--- config.mk ---
export PLATFORM = sky130hd
export DESIGN_NAME = ripple_window_ctrl
export DESIGN_NICKNAME = d
export VERILOG_FILES = /design/src/rtl/ripple_window_ctrl.sv
export SDC_FILE = /design/constraint.sdc
export NUM_CORES = 1
export LEC_CHECK = 0
export CORE_MARGIN = 5
export CORE_UTILIZATION = 57
export CTS_BUF_LIST = sky130_fd_sc_hd__clkbuf_4 sky130_fd_sc_hd__clkbuf_8 sky130_fd_sc_hd__clkbuf_16
export DETAILED_ROUTE_END_ITERATION = 8
export DONT_BUFFER_PORTS = 1
export PLACE_DENSITY = 0.74
export REMOVE_ABC_BUFFERS = 1
export SETUP_SLACK_MARGIN = 0.05
export SYNTH_ARGS = -nofsm -noshare
export SYNTH_HDL_FRONTEND = slang
export SYNTH_SLANG_ARGS = --single-unit
export TNS_END_PERCENT = 1
--- constraint.sdc ---
create_clock -name clk -period 1.81 [get_ports clk]
set_input_delay 0.2715 -clock clk [delete_from_list [all_inputs] [get_ports clk]]
set_output_delay 0.2715 -clock clk [all_outputs]
set_load 0.02 [all_outputs]
--- src/rtl/ripple_window_ctrl.sv ---
// Gated event counter sequencer for an external 4-bit asynchronous ripple counter.
// Optional macro RIPPLE_CHECK_EN adds an err output comparing the capture against a shadow count.
module ripple_window_ctrl #(
    parameter int N      = 4,
    parameter int WIN_W  = 16,
    parameter int SETTLE = 2
) (
    input  logic             clk,
    input  logic             reset,
    input  logic             start,
    input  logic [WIN_W-1:0] win_len,
    input  logic             ev,
    input  logic [N-1:0]     rc_q,
    output logic             rc_tick,
    output logic             rc_clr,
    output logic             busy,
    output logic             res_valid,
    input  logic             res_ready,
    output logic [N-1:0]     result,
    output logic             ovf
`ifdef RIPPLE_CHECK_EN
    ,
    output logic             err
`endif
);

    typedef enum logic [2:0] {
        S_IDLE,
        S_CLEAR,
        S_RUN,
        S_SETTLE,
        S_CAPTURE,
        S_HOLD
    } state_t;

    localparam logic [WIN_W-1:0] SETTLE_LOAD = WIN_W'(SETTLE);

    state_t           state_reg, state_next;
    logic [WIN_W-1:0] win_cnt_reg, win_cnt_next;
    logic             rc_tick_reg, rc_tick_next;
    logic             rc_clr_reg, rc_clr_next;
    logic             res_valid_reg, res_valid_next;
    logic [N-1:0]     result_reg, result_next;
    logic             ovf_reg, ovf_next;

`ifdef RIPPLE_CHECK_EN
    // Full shadow count, saturating at 2^N so the overflow bit is sticky.
    localparam logic [N:0] SHADOW_SAT = {1'b1, {N{1'b0}}};
    logic [N:0] shadow_reg, shadow_next;
    logic       err_reg, err_next;
`else
    // Low bits wrap like the ripple counter; only the overflow flag matters.
    logic [N-1:0] tick_lo_reg, tick_lo_next;
    logic         ovf_flag_reg, ovf_flag_next;
`endif

    always_comb begin
        state_next     = state_reg;
        win_cnt_next   = win_cnt_reg;
        rc_tick_next   = 1'b0;
        rc_clr_next    = 1'b0;
        res_valid_next = 1'b0;
        result_next    = result_reg;
        ovf_next       = ovf_reg;
`ifdef RIPPLE_CHECK_EN
        shadow_next    = shadow_reg;
        err_next       = err_reg;
`else
        tick_lo_next   = tick_lo_reg;
        ovf_flag_next  = ovf_flag_reg;
`endif
        case (state_reg)
            S_IDLE: begin
                if (start) begin
                    win_cnt_next = win_len;
                    rc_clr_next  = 1'b1;
                    state_next   = S_CLEAR;
`ifdef RIPPLE_CHECK_EN
                    shadow_next   = '0;
`else
                    tick_lo_next  = '0;
                    ovf_flag_next = 1'b0;
`endif
                end
            end
            S_CLEAR: begin
                if (win_cnt_reg != '0) begin
                    state_next = S_RUN;
                end else begin
                    state_next   = S_SETTLE;
                    win_cnt_next = SETTLE_LOAD;
                end
            end
            S_RUN: begin
                rc_tick_next = ev;
                if (ev) begin
`ifdef RIPPLE_CHECK_EN
                    if (shadow_reg != SHADOW_SAT)
                        shadow_next = shadow_reg + 1'b1;
`else
                    if (tick_lo_reg == '1)
                        ovf_flag_next = 1'b1;
                    tick_lo_next = tick_lo_reg + 1'b1;
`endif
                end
                if (win_cnt_reg == WIN_W'(1)) begin
                    state_next   = S_SETTLE;
                    win_cnt_next = SETTLE_LOAD;
                end else begin
                    win_cnt_next = win_cnt_reg - 1'b1;
                end
            end
            S_SETTLE: begin
                // Counts SETTLE..0, giving SETTLE+1 cycles for the ripple to resolve.
                if (win_cnt_reg == '0)
                    state_next = S_CAPTURE;
                else
                    win_cnt_next = win_cnt_reg - 1'b1;
            end
            S_CAPTURE: begin
                result_next = rc_q;
`ifdef RIPPLE_CHECK_EN
                ovf_next    = (shadow_reg >= SHADOW_SAT);
                err_next    = (rc_q != shadow_reg[N-1:0]);
`else
                ovf_next    = ovf_flag_reg;
`endif
                state_next  = S_HOLD;
            end
            S_HOLD: begin
                if (res_valid_reg && res_ready) begin
                    state_next = S_IDLE;
`ifdef RIPPLE_CHECK_EN
                    err_next   = 1'b0;
`endif
                end else begin
                    res_valid_next = 1'b1;
                end
            end
            default: state_next = S_IDLE;
        endcase
    end

    always_ff @(posedge clk or negedge reset) begin
        if (!reset) begin
            state_reg     <= S_IDLE;
            win_cnt_reg   <= '0;
            rc_tick_reg   <= 1'b0;
            rc_clr_reg    <= 1'b1;
            res_valid_reg <= 1'b0;
            result_reg    <= '0;
            ovf_reg       <= 1'b0;
`ifdef RIPPLE_CHECK_EN
            shadow_reg    <= '0;
            err_reg       <= 1'b0;
`else
            tick_lo_reg   <= '0;
            ovf_flag_reg  <= 1'b0;
`endif
        end else begin
            state_reg     <= state_next;
            win_cnt_reg   <= win_cnt_next;
            rc_tick_reg   <= rc_tick_next;
            rc_clr_reg    <= rc_clr_next;
            res_valid_reg <= res_valid_next;
            result_reg    <= result_next;
            ovf_reg       <= ovf_next;
`ifdef RIPPLE_CHECK_EN
            shadow_reg    <= shadow_next;
            err_reg       <= err_next;
`else
            tick_lo_reg   <= tick_lo_next;
            ovf_flag_reg  <= ovf_flag_next;
`endif
        end
    end

    assign rc_tick   = rc_tick_reg;
    assign rc_clr    = rc_clr_reg;
    assign busy      = (state_reg != S_IDLE);
    assign res_valid = res_valid_reg;
    assign result    = result_reg;
    assign ovf       = ovf_reg;
`ifdef RIPPLE_CHECK_EN
    assign err       = err_reg;
`endif

endmodule

==> metrics, run 1 <==
DRT antenna net count=0; worst skew pair latency=340 ps; TritonCTS clock tree=yes; first-pass GRT wire length=~8.4 mm; Avg Inst Size Synth=10.1 um2; dpl hpwl=3.57 mm; die area=0.00465 mm2; via count of the first global-routing pass=1,761; Remaining DRCs=0; clock skew=between 6 and 7 ps; Seq cells post-synth=32; initial core utilization=between 50% and 60%; drt via density=6.29; Buf/Inv on CP=2; initial drt markers=186; Tot GR Track Use=24.7%; max-slew headroom at the worst pin=around 77%; Post-synth ARST share=between 90% and 100%; worst slew pin tran=350 ps; via count=approximately 1,800; H-tree depth=2; minimum clock period=~1900 ps; leading cell type in the layout, fill and taps excluded=buf_4; Syn Inst Count=192; largest stage delay on the critical path=roughly 420 ps; final slew viol count=0; Leakage=1.01 nW; Hold Vio Cnt, Final=0; fin cells=about 280; drt pass-1 iters=4; num rows=21; PD cells=1430 mW/mm2; Hold Path Class=input port to register; CORE AREA=0.00331 mm2; commonest non-fill, non-tap cells in the layout=buf_4, dfrtp_1, o211ai_1, nor2_1, o2bb2ai_1; routability cong.=around 0.9; Top Ports=34; worst-path fanout max=6; Max VDD drop=0.930 mV; Synth Warn #=0; final wirelength=between 5 and 6 mm; crit end category=register; Synth cell types=46; Fill cells=245; Worst Path Required=a little over 2000 ps; grt total ovfl=0; CP cell instances=nor4_4 > nand4_2 > buf_6 > o21ai_4 > buf_6 > o211ai_1 > o2bb2ai_1; slowest stage cell, crit path=dfrtp_1; Inserted Diodes=0; Port Buffers=0; final worst slack=-68.4 ps; Placed Cells=268; layout cell share with drive strength beyond 1=37.0%; largest net degree at the start of global routing=33; clock slew at reported path FFs=approximately 100 ps; CTS Root Cell=clkbuf_4; Seq/Total Area, Yosys=41.5%; Sink Count=32; Synth Flop Type=dfrtp_1; Wirelength per Cell=19.0 um; Post-synth EDFFs=0; clock buffer depth=2; dpl ws=-210 ps; CTS Buf Count=5; Worst path most repeated cell=buf_6; kind of critical path=register to register; failing checks=setup timing; max reg flops=16; CP startpoint kind=register; crit path DAT=2110 ps; status=finished, violations left; Final period util=104%; die width=68.2 um; DIE HEIGHT=68.2 um; max cap viols=0; crit-path leading delay family=simple AND/OR/NAND/NOR gates; maximum clock frequency=roughly 0.53 GHz; unrepaired setup endpoints after global routing=yes; fin nets=265; synthesized area=0.00193 mm2; Layout area overhead=28.2%; initial antenna violation count=0; final setup fails=16
[path summary, 6_finish.rpt]
path                                 start              to  slack, ps  cells after the start
max in group asynchronous            reset          rc_clr       1200                      2
max reg2reg                win_cnt_reg[15]  win_cnt_reg[3]        -70                      7
max                        win_cnt_reg[15]  win_cnt_reg[3]        -70                      7
min reg2reg                   ovf_flag_reg             ovf        540                      1
min in group asynchronous            reset  tick_lo_reg[1]        370                      2
min                                rc_q[0]       result[0]         80                      1
[kinds of logic (layout without fill, tap and decap cells)]
family	count (synthesis)	in the layout	synth area share, %
AO/OA/AOI/OAI	63	63	26.1
AND/OR/NAND/NOR	62	62	18.9
flip-flops	32	32	41.5
buffers and inverters	22	68	6.09
multiplexers	8	8	4.53
adder cells (fa/ha/maj)	3	3	1.94
XOR/XNOR	2	2	0.907
[synthesized netlist by cell type, types with 2 or more instances]
| cell | n | area [um2] |
|---|---|---|
| a21oi_1 | 2 | 10.0 |
| a22o_1 | 2 | 17.5 |
| a22oi_1 | 7 | 52.6 |
| a32oi_1 | 7 | 61.3 |
| and3_1 | 2 | 12.5 |
| buf_6 | 4 | 45.0 |
| clkbuf_1 | 7 | 26.3 |
| dfrtp_1 | 31 | 776 |
| ha_1 | 3 | 37.5 |
| inv_1 | 9 | 33.8 |
| mux2_2 | 5 | 56.3 |
| mux2i_1 | 2 | 20.0 |
| nand2_1 | 9 | 33.8 |
| nand3_1 | 4 | 20.0 |
| nand4_1 | 4 | 25.0 |
| nor2_1 | 15 | 56.3 |
| nor3_1 | 14 | 70.1 |
| nor4_1 | 2 | 12.5 |
| nor4_4 | 2 | 42.5 |
| o211ai_1 | 15 | 113 |
| o21ai_0 | 5 | 25.0 |
| o21ai_2 | 2 | 17.5 |
| o2bb2ai_1 | 14 | 123 |
| o31ai_1 | 2 | 15.0 |
| xor2_1 | 2 | 17.5 |
[layer usage]
layer / vias up / GRT usage, % / share of wire (%)
li1: 836 / - / -
met1: 877 / 30.0 / 42
met2: 63 / 42.1 / 51
met3: 10 / 6.57 / 5.1
met4: 0 / 8.19 / 1.9
met5: - / 0 / 0
[timing repair]
| item | 4_1_cts | 5_1_grt |
|---|---|---|
| pin swaps | 4 | 4 |
| cloned | 0 | 0 |
| hold buffers | 2 | 0 |
| endpoints found under the hold margin | 32 | 0 |
| setup endpoints to repair | 17 | 19 |
| gates resized for setup | 10 | 9 |
| setup buffers | 5 | 1 |
[through the flow]
stage / TNS [ps] / utilization [%] / power [W] / instance area (um2) / hold slack [ps]
after floorplan: -182 / - / 0.00209 / 1850 / -24.1
after global placement: -460 / 67.3 / 0.00269 / 2230 / -23.3
after detailed placement: -2480 / 67.3 / 0.00277 / 2230 / -23.3
after CTS: -219 / 73.3 / 0.00345 / 2430 / 66.3
after global routing: -2390 / 74.8 / 0.00377 / 2480 / 53.7
final: -866 / 74.8 / 0.00354 / 2480 / 80.2
[worst reg2reg max path, delay by kind of cell, from the launching register on]
family | cells | cell delay [ps]
buffers and inverters | 2 | 330
AND/OR/NAND/NOR | 2 | 590
AO/OA/AOI/OAI | 3 | 430
flip-flops | 1 | 420
[area by class of cell]
cell class	instances	area (um2)	area share, %
multi-input combinational	138	1090	44.1
tap	46	57.6	2.32
clock buffer	6	45.0	1.82
sequential	32	803	32.4
clock inverter	2	35.0	1.41
timing repair buffer	51	409	16.5
inverter	9	33.8	1.36
[power breakdown]
group	internal (W)	leakage [nW]	switching, W	total [W]
Combinational	0.000906	0.568	0.000801	0.00171
Sequential	0.000980	0.395	0.000300	0.00128
Clock	0.000304	0.0456	0.000247	0.000551
No activity file was read; power rests on OpenSTA's default activity.
==> run 2: changes to the inputs <==
CORE_UTILIZATION = 28   (was 57)
PLACE_DENSITY = 0.42   (was 0.74)
SLEW_MARGIN = 0   (was unset)
==> metrics, run 2 (synthesized netlist as in run 1, its figures left out) <==
status=finished, violations left (unchanged); failing checks=setup timing (unchanged); maximum clock frequency=0.520 GHz (was 0.532 GHz); minimum clock period=1920 ps (was 1880 ps); unrepaired setup endpoints after global routing=yes (unchanged); layout cell share with drive strength beyond 1=37.3% (was 37.0%); Sink Count=32 (unchanged); hold path start=rc_q[1] (was rc_q[0]); Hold Path Stages=1 (unchanged); worst-path fanout max=4 (was 6); max-slew headroom at the worst pin=76.3% (was 76.6%); dpl hpwl=4.06 mm (was 3.57 mm); Tot GR Track Use=13.5% (was 24.7%); Layout area overhead=33.5% (was 28.2%); initial drt markers=85 (was 186); Inserted Diodes=0 (unchanged); drt via density=5.43 (was 6.29); fin nets=268 (was 265); Hold Path Class=input port to register (unchanged); final worst slack=-114 ps (was -68.4 ps); crit path DAT=2090 ps (was 2110 ps); Top Ports=34 (unchanged); Final period util=106% (was 104%); die area=0.00866 mm2 (was 0.00465 mm2); TritonCTS clock tree=yes (unchanged); final core utilization=38.2% (was 74.8%); first-pass GRT wire length=9.27 mm (was 8.45 mm); commonest non-fill, non-tap cells in the layout=buf_4, dfrtp_1, nor2_1, o211ai_1, nor3_1 (was buf_4, dfrtp_1, o211ai_1, nor2_1, o2bb2ai_1); Reg2Reg Depth=5 (was 7); leading cell type in the layout, fill and taps excluded=buf_4 (unchanged); Max VDD drop=0.564 mV (was 0.930 mV); clock slew at reported path FFs=80 ps (was 100 ps); Wirelength per Cell=17.8 um (was 19.0 um); Placed Area=0.00229 mm2 (was 0.00223 mm2); drt pass-1 iters=4 (unchanged); largest net degree at the start of global routing=33 (unchanged); Port Buffers=0 (unchanged); final slew viol count=0 (unchanged); worst r2r src=win_cnt_reg[15] (unchanged); R2R Setup Slk=-110 ps (was -70 ps); CTS Buf Count=5 (unchanged); Remaining DRCs=0 (unchanged); routability cong.=0.793 (was 0.884); crit end category=register (unchanged); num rows=30 (was 21); final setup fails=16 (unchanged); Fill cells=693 (was 245); DIE HEIGHT=93.1 um (was 68.2 um); PD cells=1410 mW/mm2 (was 1430 mW/mm2); max cap viols=0 (unchanged); FF-to-FF End=win_cnt_reg[0] (was win_cnt_reg[3]); Leakage=1.08 nW (was 1.01 nW); final wirelength=5.72 mm (was 5.39 mm); worst slew pin tran=355 ps (was 350 ps); kind of critical path=register to register (unchanged); CTS Root Cell=clkbuf_8 (was clkbuf_4); Worst Path Required=1980 ps (was 2040 ps); die width=93.1 um (was 68.2 um); Hold Vio Cnt, Final=0 (unchanged); initial antenna violation count=0 (unchanged); DRT antenna net count=0 (unchanged); clock skew=9.66 ps (was 6.71 ps); CP startpoint kind=register (unchanged); max reg flops=16 (unchanged); final instance area=0.00258 mm2 (was 0.00248 mm2); clock buffer depth=2 (unchanged); initial core utilization=28.6% (was 58.4%); H-tree depth=2 (unchanged); hold endpoint=result[1] (was result[0]); TNS Setup=-1200 ps (was -866 ps); via count=1,744 (was 1,786); dpl ws=-174 ps (was -210 ps); CORE AREA=0.00676 mm2 (was 0.00331 mm2); worst skew pair latency=290 ps (was 340 ps); via count of the first global-routing pass=1,871 (was 1,761); grt total ovfl=0 (unchanged)
==> run 2: final cells by class <==
class	instances	area [um2]	share of cell area, %
multi-input combinational	138	1100	42.5
tap	80	100	3.88
clock buffer	5	68.8	2.67
clock inverter	3	23.8	0.921
timing repair buffer	54	455	17.7
sequential	32	802	31.1
inverter	9	33.8	1.31
==> run 2: power by group <==
group	total [W]	switching, W	internal [W]
logic	0.00178	0.000803	0.000978
clock network	0.000584	0.000311	0.000273
registers	0.00126	0.000284	0.000981
==> run 2: repair_timing <==
action | CTS | global route
hold buffers | 2 | 0
pin swaps | 5 | 16
gates resized for setup | 3 | 17
setup endpoints to repair | 17 | 17
setup buffers | 2 | 6
hold endpoints to repair | 32 | 0
==> run 2: worst max-delay path by stage <==
stage	from	to	cells after the start
3_3_place_gp	win_cnt_reg[15]	win_cnt_reg[14]	6
5_1_grt	win_cnt_reg[15]	win_cnt_reg[13]	7
2_1_floorplan	win_cnt_reg[10]	win_cnt_reg[0]	5
3_5_place_dp	win_cnt_reg[15]	win_cnt_reg[3]	7
6_report	win_cnt_reg[15]	win_cnt_reg[0]	5
4_1_cts	win_cnt_reg[12]	win_cnt_reg[14]	6
==> run 2: metal layers <==
metal	vias up	wire length [um]	GRT usage, %
met2	42	2810	21.9
met4	0	92	4.52
met5	-	0	0
met3	10	318	3.38
li1	834	-	-
met1	858	2500	17.6
==> run 2: metrics by stage <==
step                instances  hold slack [ps]  power, W
floorplan                 179            -24.1   0.00209
global placement          303            -22.8   0.00278
detailed placement        303            -22.8   0.00284
CTS                       315              123   0.00351
global route              321              112   0.00391
finish                    321              133   0.00363
==> run 2: critical path, stage by stage, from the launching register on <==
cell,delay (ps)
dfrtp_1,410
nor4_4,400
nand4_2,200
o31a_4,410
nand2_4,90
mux2_4,300
